$ cat config.mk
export PLATFORM = sky130hd
export DESIGN_NAME = risc_v_mike_imm_decode_stage
export DESIGN_NICKNAME = d
export VERILOG_FILES = /design/src/rtl/risc_v_mike_pkg.sv /design/src/rtl/risc_v_mike_sign_extend.sv /design/src/rtl/risc_v_mike_imm_decode_stage.sv
export SDC_FILE = /design/constraint.sdc
export NUM_CORES = 1
export LEC_CHECK = 0
export CORE_UTILIZATION = 41
export DETAILED_ROUTE_END_ITERATION = 12
export HOLD_SLACK_MARGIN = 0.15
export PLACE_DENSITY = 0.66
export SLEW_MARGIN = 10
export SYNTH_ARGS = -nofsm -noshare
export SYNTH_HDL_FRONTEND = slang
export SYNTH_SLANG_ARGS = --single-unit
$ cat constraint.sdc
create_clock -name clk -period 4.22 [get_ports clk]
set_input_delay 0.844 -clock clk [delete_from_list [all_inputs] [get_ports clk]]
set_output_delay 0.844 -clock clk [all_outputs]
set_load 0.01 [all_outputs]
$ cat src/rtl/risc_v_mike_pkg.sv
// Shared types and constants for the risc_v_mike decode front end.
// Opcode map, immediate-format select and the decoded-entry record.
package risc_v_mike_pkg;

  localparam int INSTR_32_W = 32;
  localparam int DATA_32_W  = 32;

  typedef enum logic [2:0] {
    IMM_I = 3'd0,
    IMM_S = 3'd1,
    IMM_B = 3'd2,
    IMM_J = 3'd3,
    IMM_U = 3'd4
  } imm_src_e;

  localparam logic [6:0] OPC_LOAD   = 7'b0000011;
  localparam logic [6:0] OPC_OP_IMM = 7'b0010011;
  localparam logic [6:0] OPC_JALR   = 7'b1100111;
  localparam logic [6:0] OPC_SYSTEM = 7'b1110011;
  localparam logic [6:0] OPC_STORE  = 7'b0100011;
  localparam logic [6:0] OPC_BRANCH = 7'b1100011;
  localparam logic [6:0] OPC_JAL    = 7'b1101111;
  localparam logic [6:0] OPC_LUI    = 7'b0110111;
  localparam logic [6:0] OPC_AUIPC  = 7'b0010111;
  localparam logic [6:0] OPC_OP     = 7'b0110011;
  localparam logic [6:0] OPC_FENCE  = 7'b0001111;

  typedef struct packed {
    logic [INSTR_32_W-1:0] instr;
    logic [DATA_32_W-1:0]  pc;
    logic [DATA_32_W-1:0]  imm_ext;
    imm_src_e              imm_src;
    logic                  imm_used;
    logic                  illegal;
  } dec_entry_t;

  typedef enum logic [1:0] {
    ST_EMPTY = 2'd0,
    ST_ONE   = 2'd1,
    ST_FULL  = 2'd2
  } occ_state_e;

endpackage

$ cat src/rtl/risc_v_mike_sign_extend.sv
// Immediate sign-extension unit: assembles the I/S/B/J/U immediate.
// Opcode bits are not needed here, so only instr[31:7] is taken.
module risc_v_mike_sign_extend
  import risc_v_mike_pkg::*;
(
  input  logic [INSTR_32_W-1:7] i_instr,
  input  imm_src_e              i_imm_src,
  output logic [DATA_32_W-1:0]  o_imm_ext
);

  always_comb begin
    o_imm_ext = '0;
    case (i_imm_src)
      IMM_I: o_imm_ext = {{20{i_instr[31]}}, i_instr[31:20]};
      IMM_S: o_imm_ext = {{20{i_instr[31]}}, i_instr[31:25], i_instr[11:7]};
      IMM_B: o_imm_ext = {{19{i_instr[31]}}, i_instr[31], i_instr[7],
                          i_instr[30:25], i_instr[11:8], 1'b0};
      IMM_J: o_imm_ext = {{11{i_instr[31]}}, i_instr[31], i_instr[19:12],
                          i_instr[20], i_instr[30:21], 1'b0};
      IMM_U: o_imm_ext = {i_instr[31:12], 12'b0};
      default: o_imm_ext = '0;
    endcase
  end

endmodule

$ cat src/rtl/risc_v_mike_imm_decode_stage.sv
// Decode-stage front end: opcode classification, immediate extension and a
// two-entry (main + skid) valid/ready output register with registered in_ready.
module risc_v_mike_imm_decode_stage
  import risc_v_mike_pkg::*;
#(
  parameter int CNT_W = 16
) (
  input  logic                  clk,
  input  logic                  rst_n,
  input  logic                  flush,
  input  logic                  in_valid,
  output logic                  in_ready,
  input  logic [INSTR_32_W-1:0] in_instr,
  input  logic [DATA_32_W-1:0]  in_pc,
  output logic                  out_valid,
  input  logic                  out_ready,
  output logic [INSTR_32_W-1:0] out_instr,
  output logic [DATA_32_W-1:0]  out_pc,
  output logic [DATA_32_W-1:0]  out_imm_ext,
  output logic [2:0]            out_imm_src,
  output logic                  out_imm_used,
  output logic                  out_illegal,
  output logic [CNT_W-1:0]      illegal_cnt
);

  imm_src_e              w_imm_src;
  logic                  w_imm_used;
  logic                  w_illegal;
  logic [DATA_32_W-1:0]  w_sext;
  dec_entry_t            w_dec;
  dec_entry_t            r_main;
  dec_entry_t            r_skid;
  occ_state_e            r_state;
  occ_state_e            w_state_nxt;
  logic                  r_in_ready;
  logic [CNT_W-1:0]      r_illegal_cnt;
  logic                  w_accept;
  logic                  w_load_main;
  logic                  w_load_skid;
  logic                  w_skid_to_main;

  always_comb begin
    w_imm_src  = IMM_I;
    w_imm_used = 1'b1;
    w_illegal  = 1'b0;
    case (in_instr[6:0])
      OPC_LOAD, OPC_OP_IMM, OPC_JALR, OPC_SYSTEM: w_imm_src = IMM_I;
      OPC_STORE:            w_imm_src = IMM_S;
      OPC_BRANCH:           w_imm_src = IMM_B;
      OPC_JAL:              w_imm_src = IMM_J;
      OPC_LUI, OPC_AUIPC:   w_imm_src = IMM_U;
      OPC_OP, OPC_FENCE:    w_imm_used = 1'b0;
      default: begin
        w_imm_used = 1'b0;
        w_illegal  = 1'b1;
      end
    endcase
  end

  risc_v_mike_sign_extend u_sign_extend (
    .i_instr   (in_instr[INSTR_32_W-1:7]),
    .i_imm_src (w_imm_src),
    .o_imm_ext (w_sext)
  );

  // The extender's output is meaningless for no-immediate and illegal opcodes.
  always_comb begin
    w_dec          = '0;
    w_dec.instr    = in_instr;
    w_dec.pc       = in_pc;
    w_dec.imm_ext  = w_imm_used ? w_sext : '0;
    w_dec.imm_src  = w_imm_src;
    w_dec.imm_used = w_imm_used;
    w_dec.illegal  = w_illegal;
  end

  assign w_accept = in_valid & r_in_ready & ~flush;

  always_ff @(posedge clk or negedge rst_n) begin
    if (!rst_n) r_state <= ST_EMPTY;
    else        r_state <= w_state_nxt;
  end

  always_comb begin
    w_state_nxt = r_state;
    if (flush) begin
      w_state_nxt = ST_EMPTY;
    end else begin
      case (r_state)
        ST_EMPTY: if (w_accept) w_state_nxt = ST_ONE;
        ST_ONE: begin
          if (w_accept && !out_ready)      w_state_nxt = ST_FULL;
          else if (!w_accept && out_ready) w_state_nxt = ST_EMPTY;
        end
        ST_FULL:  if (out_ready) w_state_nxt = ST_ONE;
        default:  w_state_nxt = ST_EMPTY;
      endcase
    end
  end

  always_comb begin
    out_valid      = (r_state != ST_EMPTY);
    w_load_main    = 1'b0;
    w_load_skid    = 1'b0;
    w_skid_to_main = 1'b0;
    case (r_state)
      ST_EMPTY: w_load_main = w_accept;
      ST_ONE: begin
        w_load_main = w_accept & out_ready;
        w_load_skid = w_accept & ~out_ready;
      end
      ST_FULL:  w_skid_to_main = out_ready & ~flush;
      default: ;
    endcase
  end

  // in_ready comes from the next state so it is a flop output, not a comb path.
  always_ff @(posedge clk or negedge rst_n) begin
    if (!rst_n) r_in_ready <= 1'b1;
    else        r_in_ready <= (w_state_nxt != ST_FULL);
  end

  always_ff @(posedge clk or negedge rst_n) begin
    if (!rst_n) begin
      r_main <= '0;
      r_skid <= '0;
    end else begin
      if (w_load_main)         r_main <= w_dec;
      else if (w_skid_to_main) r_main <= r_skid;
      if (w_load_skid)         r_skid <= w_dec;
    end
  end

  always_ff @(posedge clk or negedge rst_n) begin
    if (!rst_n) begin
      r_illegal_cnt <= '0;
    end else if (w_accept && w_dec.illegal && (r_illegal_cnt != {CNT_W{1'b1}})) begin
      r_illegal_cnt <= r_illegal_cnt + CNT_W'(1);
    end
  end

  assign in_ready     = r_in_ready;
  assign out_instr    = r_main.instr;
  assign out_pc       = r_main.pc;
  assign out_imm_ext  = r_main.imm_ext;
  assign out_imm_src  = r_main.imm_src;
  assign out_imm_used = r_main.imm_used;
  assign out_illegal  = r_main.illegal;
  assign illegal_cnt  = r_illegal_cnt;

endmodule

Word level (Yosys, flattened, before mapping)
Index checks and enable logic that the tools add are counted.
{"block": "op_classes", "n_reduce_logical": 13, "mux": 16, "addsub": 1, "eq_ne": 19, "n_bitwise": 7}
{"cell": "101-bit 2-to-1 mux", "count": 2}
{"cell": "32-bit one-hot mux with 5 select lines", "count": 1}
{"cell": "32-bit 2-to-1 mux", "count": 1}
{"cell": "7-bit == test (second input constant)", "count": 4}
{"cell": "7-bit by 6-bit == test with 1-bit output (second input constant)", "count": 3}
{"cell": "16-bit by 1-bit adder with 16-bit output (second input constant)", "count": 1}
{"cell": "16-bit inequality test (second input constant)", "count": 1}
{"cell": "7-bit by 5-bit == test with 1-bit output (second input constant)", "count": 2}
{"cell": "3-bit one-hot mux with 4 select lines", "count": 1}
{"cell": "11-bit OR reduction", "count": 1}
{"cell": "2-bit 2-to-1 mux", "count": 5}
{"cell": "9-bit OR reduction", "count": 1}
{"cell": "7-bit by 2-bit == test with 1-bit output (second input constant)", "count": 1}
{"cell": "7-bit by 4-bit == test with 1-bit output (second input constant)", "count": 1}
{"cell": "3-bit by 2-bit == test with 1-bit output (second input constant)", "count": 2}
{"cell": "2-bit one-hot mux with 3 select lines", "count": 1}
{"cell": "1-bit AND", "count": 5}
{"cell": "1-bit logical AND", "count": 4}
{"cell": "1-bit 2-to-1 mux", "count": 4}
{"cell": "2-bit nonzero test", "count": 2}
{"cell": "3-bit by 1-bit == test with 1-bit output (second input constant)", "count": 1}
{"cell": "3-bit == test (second input constant)", "count": 1}
{"cell": "3-bit logical NOT", "count": 1}
{"cell": "2-bit by 1-bit == test with 1-bit output (second input constant)", "count": 1}
{"cell": "other kinds (7)", "count": 9}
{"block": "word_totals", "reg_bits": 221, "out_inout_bits": 119, "input_bits": 69, "word_cells": 71}

Logic depth before layout (Yosys ltp)
Gate-level depths: netlist (run 1).
{"block": "logic_depth", "word_depth": 9, "ltp_mapped": 9, "ltp_nobuf": 7}

By module
Synthesis (run 1) repeated with hierarchy kept, for this count alone.
{"block": "hier_totals", "hier_cells": 924, "area_unflattened_um2": 9764.4}
{"module": "risc_v_mike_imm_decode_stage", "seq_area_each_um2": 5531.6, "cells_each": 851, "n_inst": 1, "area_per_inst_um2": 9270.1}
{"module": "risc_v_mike_sign_extend", "seq_area_each_um2": 0.0, "cells_each": 73, "n_inst": 1, "area_per_inst_um2": 494.2}

Worst setup path before layout (run 1)
OpenSTA, ideal clock, no wires.
{"block": "synth_timing", "path_kind": "input to register", "from": "input in_instr[6]", "to": "register r_illegal_cnt[7], in the netlist illegal_cnt[7]", "cell_stages": 8, "setup_ps": 127, "setup_slack_ps": 1972, "required_time_ps": 4093, "n_path_buf": 2, "t_arrival_ps": 2121, "cell_sequence": "buf_4 > and2_4 > a21oi_1 > o32ai_4 > nor3_4 > buf_6 > nand3_2 > xnor2_1"}
{"block": "synth_via", "elab_chain_len": 5, "word_cells_on_any_way": 15}
{"item": "start: declaration", "line_no": "risc_v_mike_imm_decode_stage.sv:13", "text": "input logic [INSTR_32_W-1:0] in_instr,"}
{"item": "7-bit by 6-bit == test with 1-bit output (tied with other cells)", "line_no": "risc_v_mike_imm_decode_stage.sv:46", "text": "case (in_instr[6:0])"}
{"item": "11-bit OR reduction (no source line) *"}
{"item": "1-bit 2-to-1 mux *", "line_no": "risc_v_mike_imm_decode_stage.sv:46"}
{"item": "1-bit logical AND * (2 in a row)", "line_no": "risc_v_mike_imm_decode_stage.sv:137", "text": "end else if (w_accept && w_dec.illegal && (r_illegal_cnt != {CNT_W{1'b1}})) begin"}
{"item": "end signal: assignment", "line_no": "risc_v_mike_imm_decode_stage.sv:138", "text": "r_illegal_cnt <= r_illegal_cnt + CNT_W'(1);"}
{"item": "end: declaration", "line_no": "risc_v_mike_imm_decode_stage.sv:36", "text": "logic [CNT_W-1:0] r_illegal_cnt;"}
Mark *: on every way between the ends. The rest lies on a longest branch, timed or not.
A chain may end at the register's enable or synchronous reset.

Worst setup path after layout (run 1)
{"block": "layout_timing", "from": "input in_instr[4]", "to": "register r_skid[16] (netlist bit)"}
{"block": "layout_via", "elab_chain_len": 6, "word_cells_on_any_way": 20}
{"item": "7-bit by 6-bit == test with 1-bit output / 7-bit by 5-bit == test with 1-bit output (equally long branches)", "line_no": "risc_v_mike_imm_decode_stage.sv:46"}
{"item": "2-bit OR reduction", "line_no": "risc_v_mike_imm_decode_stage.sv:46"}
{"item": "3-bit one-hot mux with 4 select lines", "line_no": "risc_v_mike_imm_decode_stage.sv:46"}
{"item": "3-bit == test (tied with other cells)", "line_no": "risc_v_mike_sign_extend.sv:13", "text": "case (i_imm_src)"}
{"item": "32-bit one-hot mux with 5 select lines", "line_no": "risc_v_mike_sign_extend.sv:13"}
{"item": "32-bit 2-to-1 mux *", "line_no": "risc_v_mike_imm_decode_stage.sv:71", "text": "w_dec.imm_ext = w_imm_used ? w_sext : '0;"}
{"item": "end signal: assignment", "line_no": "risc_v_mike_imm_decode_stage.sv:130", "text": "if (w_load_skid) r_skid <= w_dec;"}
{"item": "end: declaration", "line_no": "risc_v_mike_imm_decode_stage.sv:32", "text": "dec_entry_t r_skid;"}
Marks and branches as above.

==> impl_metrics.py, run 1 <==
metrics = {
    "status": {
        "status": "finished clean",
    },
    "routing": {
        "avgRoutedWirePerCell_um": 16.7,
        "drt_iter0_markers": 382,
        "ant_nets": 0,
        "wirelength_mm": 24.7,
        "first_pass_iters": 5,
        "route.detailed.drc": 0,
        "drt-vias-per-instance": 5.12,
        "num_vias": 7587,
    },
    "cells_and_area": {
        "final_common_cell": "nand2_1",
        "diodes": 0,
        "fin_nets": 1226,
        "layoutNonFillerInstCount": 1483,
        "drive_gt1_share_pct": 5.73,
        "fillers": 2027,
        "syn2layout_area_growth_pct": 28.6,
        "mostFrequentLayoutCells": "nand2_1 (370), dfrtp_1 (220), clkdlybuf4s50_1 (186)",
        "final_cell_area_mm2": 0.0124,
        "fin_util_pct": 54.3,
    },
    "place": {
        "hpwl_mm": 16.0,
        "globalplace.congestion": 0.801,
        "placed_area_mm2": 0.0118,
        "place_inst": 1444,
        "io_buffers": 187,
        "dp_slack_ns": 0.901,
    },
    "power_and_ir_drop": {
        "p_leak_uw": 0.00555,
        "p_int_uw": 4120,
        "netSwitchingFraction_pct": 27.4,
        "p_switching_uw": 1550,
        "seq_power_share_pct": 47.9,
        "p_clk_share_pct": 32.3,
        "cellPowerDensity_mw_per_mm2": 456,
        "p_comb_share_pct": 19.7,
        "peakVddDrop_mv": 0.238,
    },
    "synth": {
        "synthMuxAreaShare_pct": 4.06,
        "yosys.area.top_type_share_pct": 56.9,
        "synthTopCellsByArea": "dfrtp_1 (57%), nand2_1 (14%), mux2i_1 (3.8%), a22oi_1 (3.3%), o21ai_0 (2.9%)",
        "syn_inst": 998,
        "synth_fa_ha_area_share_pct": 0.129,
        "synth_compound_area_share_pct": 13.4,
        "ys_ff_latch": 221,
        "synth_nets": 1068,
        "synth_edf_count": 0,
        "synth-simple-area-share_pct": 20.2,
        "syn_area_mm2": 0.00967,
        "yosys.area.top_type": "dfrtp_1",
        "yosys_warnings": 0,
        "syn_avg_cell_area_um2": 9.69,
        "yosysSeqAreaShare_pct": 57.2,
        "synth_cell_types": 56,
        "dominantRegCellSynth": "dfrtp_1",
        "synthArstFlopShare_pct": 100,
        "synth_top_family_by_area": "simple AND/OR/NAND/NOR gates",
        "synth_xor_area_share_pct": 1.45,
    },
    "timing": {
        "timing.setup.tns_ns": 0,
        "slew_violations": 0,
        "setup_viol": 0,
        "skew_ns": 0.0135,
        "max_freq_mhz": 354,
        "finalHoldViolCount": 0,
        "rsz0062_at_grt": "false",
        "worst_slew_pin_slew_ns": 1.12,
        "fin_crit_sh_pct": 66.9,
        "slew-limit-headroom_pct": 25.2,
        "setup_slack_ns": 1.40,
        "fin_crit_ns": 2.82,
    },
    "clock_tree": {
        "cts_made_buffers": 23,
        "clock_path_buffers": 3,
        "cts_htree_levels": 1,
        "cts_sinks": 221,
        "path_clk_slew_ns": 0.06,
        "clk_latency_ns": 0.51,
        "post_cts_buffers": 0,
        "ctsResizeCount": 0,
        "cts-root-buf": "clkbuf_16",
        "cts_tree": "yes",
        "hold_buffers": 0,
    },
    "setup_path": {
        "path_cells": "clkdlybuf4s50_1, nor3b_2, and4_1, nor2_2, a221o_1, a22o_1",
        "crit_arrival_ns": 3.21,
        "cpPeakStageDelay_ns": 0.66,
        "cp_num_buf_inv": 1,
        "path_delay_family": "simple AND/OR/NAND/NOR gates",
        "path_class": "primary input to register",
        "path_max_fanout": 14,
        "crit_path_start_kind": "primary input",
        "critical_path_required_ns": 4.61,
        "slowest_stage": "clkdlybuf4s50_1",
        "crit_path_end_kind": "register",
    },
    "global_routing": {
        "busiest_layer": "met2",
        "grt_use_met3_pct": 3.47,
        "globalRouteMet1Util_pct": 29.4,
        "grt_pass1_wl_mm": 40.4,
        "grt_usage_pct": 20.9,
        "grtUsageMet2_pct": 34.0,
        "grt_max_degree": 149,
        "grt_overflow_total": 0,
        "antenna_found_initial": 0,
        "grt_pass1_vias": 7516,
    },
    "job": {
        "cap_violations": 0,
    },
    "die": {
        "start_util_pct": 42.2,
        "io_pins": 188,
        "fp.coreArea_mm2": 0.0229,
        "die_w_um": 156,
        "die_y_um": 156,
        "rows": 55,
        "die_area_mm2": 0.0242,
    },
    "min_path": {
        "hp-class": "primary input to async pin",
    },
}
flip-flops by register name (all words and copies together), names as in the netlist:
register      count
r_skid          101
out_imm_ext      32
out_instr        32
out_pc           32
illegal_cnt      16
out_imm_src       3
r_state           2
in_ready          1
out_illegal       1
out_imm_used      1
cells by family after synthesis:
logic type | count (synthesis)
simple gates | 453
buf+inv | 69
xor+xnor | 16
fa+ha+maj | 1
flops | 221
compound gates | 199
mux | 39
final timing paths:
check	slack, ns	startpoint	depth (start not counted)	to
hold reg to reg	0.47	out_instr[31]	2	out_instr[31]
max in group asynchronous	2.89	rst_n	2	in_ready
min in group clk	0.47	out_instr[31]	2	out_instr[31]
setup reg to reg	1.76	in_ready	6	out_imm_ext[0]
setup / recovery	1.40	in_instr[4]	6	r_skid[16]
hold / removal	0.32	rst_n	1	out_pc[3]
through the flow:
stage / hold WS, ns / total power (uW)
2_1_floorplan: 0.445 / 3230
3_3_place_gp: 0.455 / 3850
3_5_place_dp: 0.461 / 3880
4_1_cts: 0.346 / 5740
5_1_grt: 0.368 / 5990
6_report: 0.322 / 5680
synthesized netlist by cell type (2+ instances only):
| library cell | n |
|---|---|
| mux2_2 | 2 |
| nand4b_1 | 2 |
| buf_4 | 6 |
| a22oi_1 | 42 |
| a21oi_1 | 33 |
| or2_2 | 2 |
| nor3_4 | 2 |
| a21o_1 | 14 |
| o21ai_0 | 56 |
| nor3_1 | 3 |
| nor2_1 | 14 |
| nand2_1 | 371 |
| buf_6 | 2 |
| nand2b_1 | 3 |
| o22ai_1 | 9 |
| nand3_2 | 5 |
| inv_1 | 3 |
| nand4_1 | 8 |
| a22o_1 | 6 |
| a221o_1 | 2 |
| nor2_2 | 2 |
| dfrtp_1 | 220 |
| xnor2_1 | 15 |
| mux2i_1 | 37 |
| nand3_1 | 3 |
| clkbuf_1 | 26 |
| buf_2 | 30 |
| o21ai_1 | 6 |
| nor2b_1 | 24 |
| a211oi_1 | 23 |
| and3_1 | 2 |
power groups by stage:
stage / sequential, uW / clock (uW) / combinational, uW
finish: 2720 / 1830 / 1120
global route: 2770 / 1970 / 1250
CTS: 2720 / 1880 / 1140
detailed placement: 2760 / 0 / 1130
global placement: 2750 / 0 / 1100
floorplan: 2790 / 0 / 446
metal layers:
metal	up-vias	share of wire [%]
met2	178	48
met5	-	0
met1	3712	46
li1	3663	-
met3	34	4.9
met4	0	1.7
cell type report:
type,count,area (um^2),area share [%]
Tap cell,313,392,3.15
Clock buffer,37,648,5.21
Clock inverter,2,10.0,0.0805
Timing Repair Buffer,199,2030,16.3
Inverter,3,11.3,0.0905
Sequential cell,221,5530,44.5
Multi-Input combinational cell,708,3820,30.7
Power figures use the tool's default switching activity.
==> inputs of run 2 (changes only) <==
- PLACE_DENSITY: 0.66 -> 0.68
- clock period: 4.22 -> 2.5 ns (I/O delays scaled with it)
==> run 2 against run 1 <==
Net effect: sequential share of layout area down 1.8 points; core utilization up 2.3 points; setup slack lost 1.2 ns; cell count increased by 2.4%; critical path depth shrank 4; via count rose by 1.6%; routed wire length is 1.2% higher; sequential power grew 68%; clock-buffer cell count down 2; power increased by 77%; critical path type is now register to output pin; global-route usage is essentially flat.
==> impl_metrics.py, run 2 (synthesis gave the netlist of run 1 again) <==
metrics = {
    "timing": {
        "worst_slew_pin_slew_ns": 0.593,
        "skew_ns": 0.00690,
        "timing.setup.tns_ns": 0,
        "setup_viol": 0,
        "fin_crit_ns": 2.31,
        "slew-limit-headroom_pct": 60.5,
        "rsz0062_at_grt": "false",
        "finalHoldViolCount": 0,
        "max_freq_mhz": 432,
        "slew_violations": 0,
        "fin_crit_sh_pct": 92.5,
        "setup_slack_ns": 0.186,
    },
    "power_and_ir_drop": {
        "cellPowerDensity_mw_per_mm2": 772,
        "p_int_uw": 7350,
        "p_clk_share_pct": 34.6,
        "p_comb_share_pct": 19.7,
        "peakVddDrop_mv": 0.460,
        "p_switching_uw": 2670,
        "p_leak_uw": 0.00584,
        "seq_power_share_pct": 45.7,
        "netSwitchingFraction_pct": 26.7,
    },
    "cells_and_area": {
        "fillers": 1969,
        "syn2layout_area_growth_pct": 34.1,
        "diodes": 0,
        "largest-register": "r_skid",
        "fin_nets": 1263,
        "fin_util_pct": 56.6,
        "final_common_cell": "nand2_1",
        "mostFrequentLayoutCells": "nand2_1 (370), dfrtp_1 (220), clkdlybuf4s50_1 (186)",
        "drive_gt1_share_pct": 8.79,
        "largest_reg_flops": 101,
    },
    "global_routing": {
        "grt_max_degree": 72,
        "antenna_found_initial": 0,
        "grt_pass1_vias": 7533,
        "grt_overflow_total": 0,
        "grt_usage_pct": 20.9,
        "grt_pass1_wl_mm": 40.1,
    },
    "setup_path": {
        "path_max_fanout": 9,
        "crit_path_end_kind": "output pin",
        "path_class": "register to output pin",
        "crit_arrival_ns": 1.81,
        "crit_path_start_kind": "register",
        "critical_path_required_ns": 2.00,
    },
    "routing": {
        "num_vias": 7712,
        "drt_iter0_markers": 478,
        "first_pass_iters": 5,
        "avgRoutedWirePerCell_um": 16.5,
        "wirelength_mm": 25.0,
        "drt-vias-per-instance": 5.08,
        "ant_nets": 0,
        "route.detailed.drc": 0,
    },
    "die": {
        "die_y_um": 156,
        "die_w_um": 156,
        "fp.coreArea_mm2": 0.0229,
        "start_util_pct": 42.2,
        "rows": 55,
        "die_area_mm2": 0.0242,
        "io_pins": 188,
    },
    "clock_tree": {
        "cts_made_buffers": 25,
        "cts-root-buf": "clkbuf_16",
        "cts_htree_levels": 1,
        "path_clk_slew_ns": 0.06,
        "cts_tree": "yes",
        "post_cts_buffers": 0,
        "cts_sinks": 221,
        "clk_latency_ns": 0.50,
        "clock_path_buffers": 3,
    },
    "place": {
        "io_buffers": 187,
        "dp_slack_ns": -0.0112,
        "globalplace.congestion": 0.792,
        "hpwl_mm": 16.6,
    },
    "min_path": {
        "hp-class": "register to register",
    },
    "status": {
        "status": "finished clean",
    },
    "job": {
        "cap_violations": 0,
    },
}
run 2: cell count changes in the layout (fill, tap and decap cells not counted), sizes merged:
cell,before,now
clkbuf,37,35
bufinv,0,2
clkinv,2,3
buf,13,47
dlygate4sd3,0,1
run 2: power by group through the flow:
stage	combinational [uW]	sequential [uW]	clock, uW
floorplan	752	4710	0
global placement	1950	4620	0
detailed placement	1980	4630	0
CTS	2000	4580	3570
global route	2190	4650	3710
finish	1970	4580	3470
run 2: final timing paths:
| kind | start | endpoint | slack, ns | cells past startpoint |
|---|---|---|---|---|
| worst max-delay path | r_state[1] | out_valid | 0.19 | 2 |
| worst min-delay path | out_instr[31] | out_instr[31] | 0.46 | 2 |
| worst max register to register | illegal_cnt[0] | illegal_cnt[1] | 0.44 | 7 |
| min in group asynchronous | rst_n | out_pc[7] | 0.57 | 2 |
| max in group asynchronous | rst_n | out_instr[27] | 1.23 | 3 |
| worst min register to register | out_instr[31] | out_instr[31] | 0.46 | 2 |
run 2: final cells by class:
| type | instances | area, um^2 | share of cell area, % |
|---|---|---|---|
| inverters | 3 | 11.3 | 0.0868 |
| clock buffers | 35 | 683 | 5.27 |
| clock inverters | 5 | 78.8 | 0.608 |
| well taps | 313 | 392 | 3.02 |
| flip-flops and latches | 221 | 5530 | 42.6 |
| repair buffers | 234 | 2460 | 18.9 |
| multi-input cells | 708 | 3820 | 29.4 |
run 2: metrics by stage:
step	power, uW	cell area [um^2]	hold WS (ns)	std cells
global route	10500	13000	0.487	1519
CTS	10100	13000	0.469	1519
global placement	6560	12200	0.455	1478
detailed placement	6620	12200	0.457	1478
finish	10000	13000	0.465	1519
floorplan	5460	9670	0.204	998
run 2: worst max-delay path, stage by stage, from the launching register on:
cell,delay (ns)
dfrtp_1,0.49
or2_2,0.34
clkdlybuf4s50_1,0.48
run 2: layer usage:
metal / global-route usage (%) / vias up / wire length, um
li1: - / 3746 / -
met1: 30.1 / 3693 / 11600
met2: 32.4 / 225 / 11500
met3: 2.97 / 48 / 1200
met4: 7.28 / 0 / 751
met5: 0 / - / 0
run 2: repair_timing:
item	CTS	global route
endpoints found under the hold margin	65	0
gates resized for setup	0	0
hold buffers	1	0
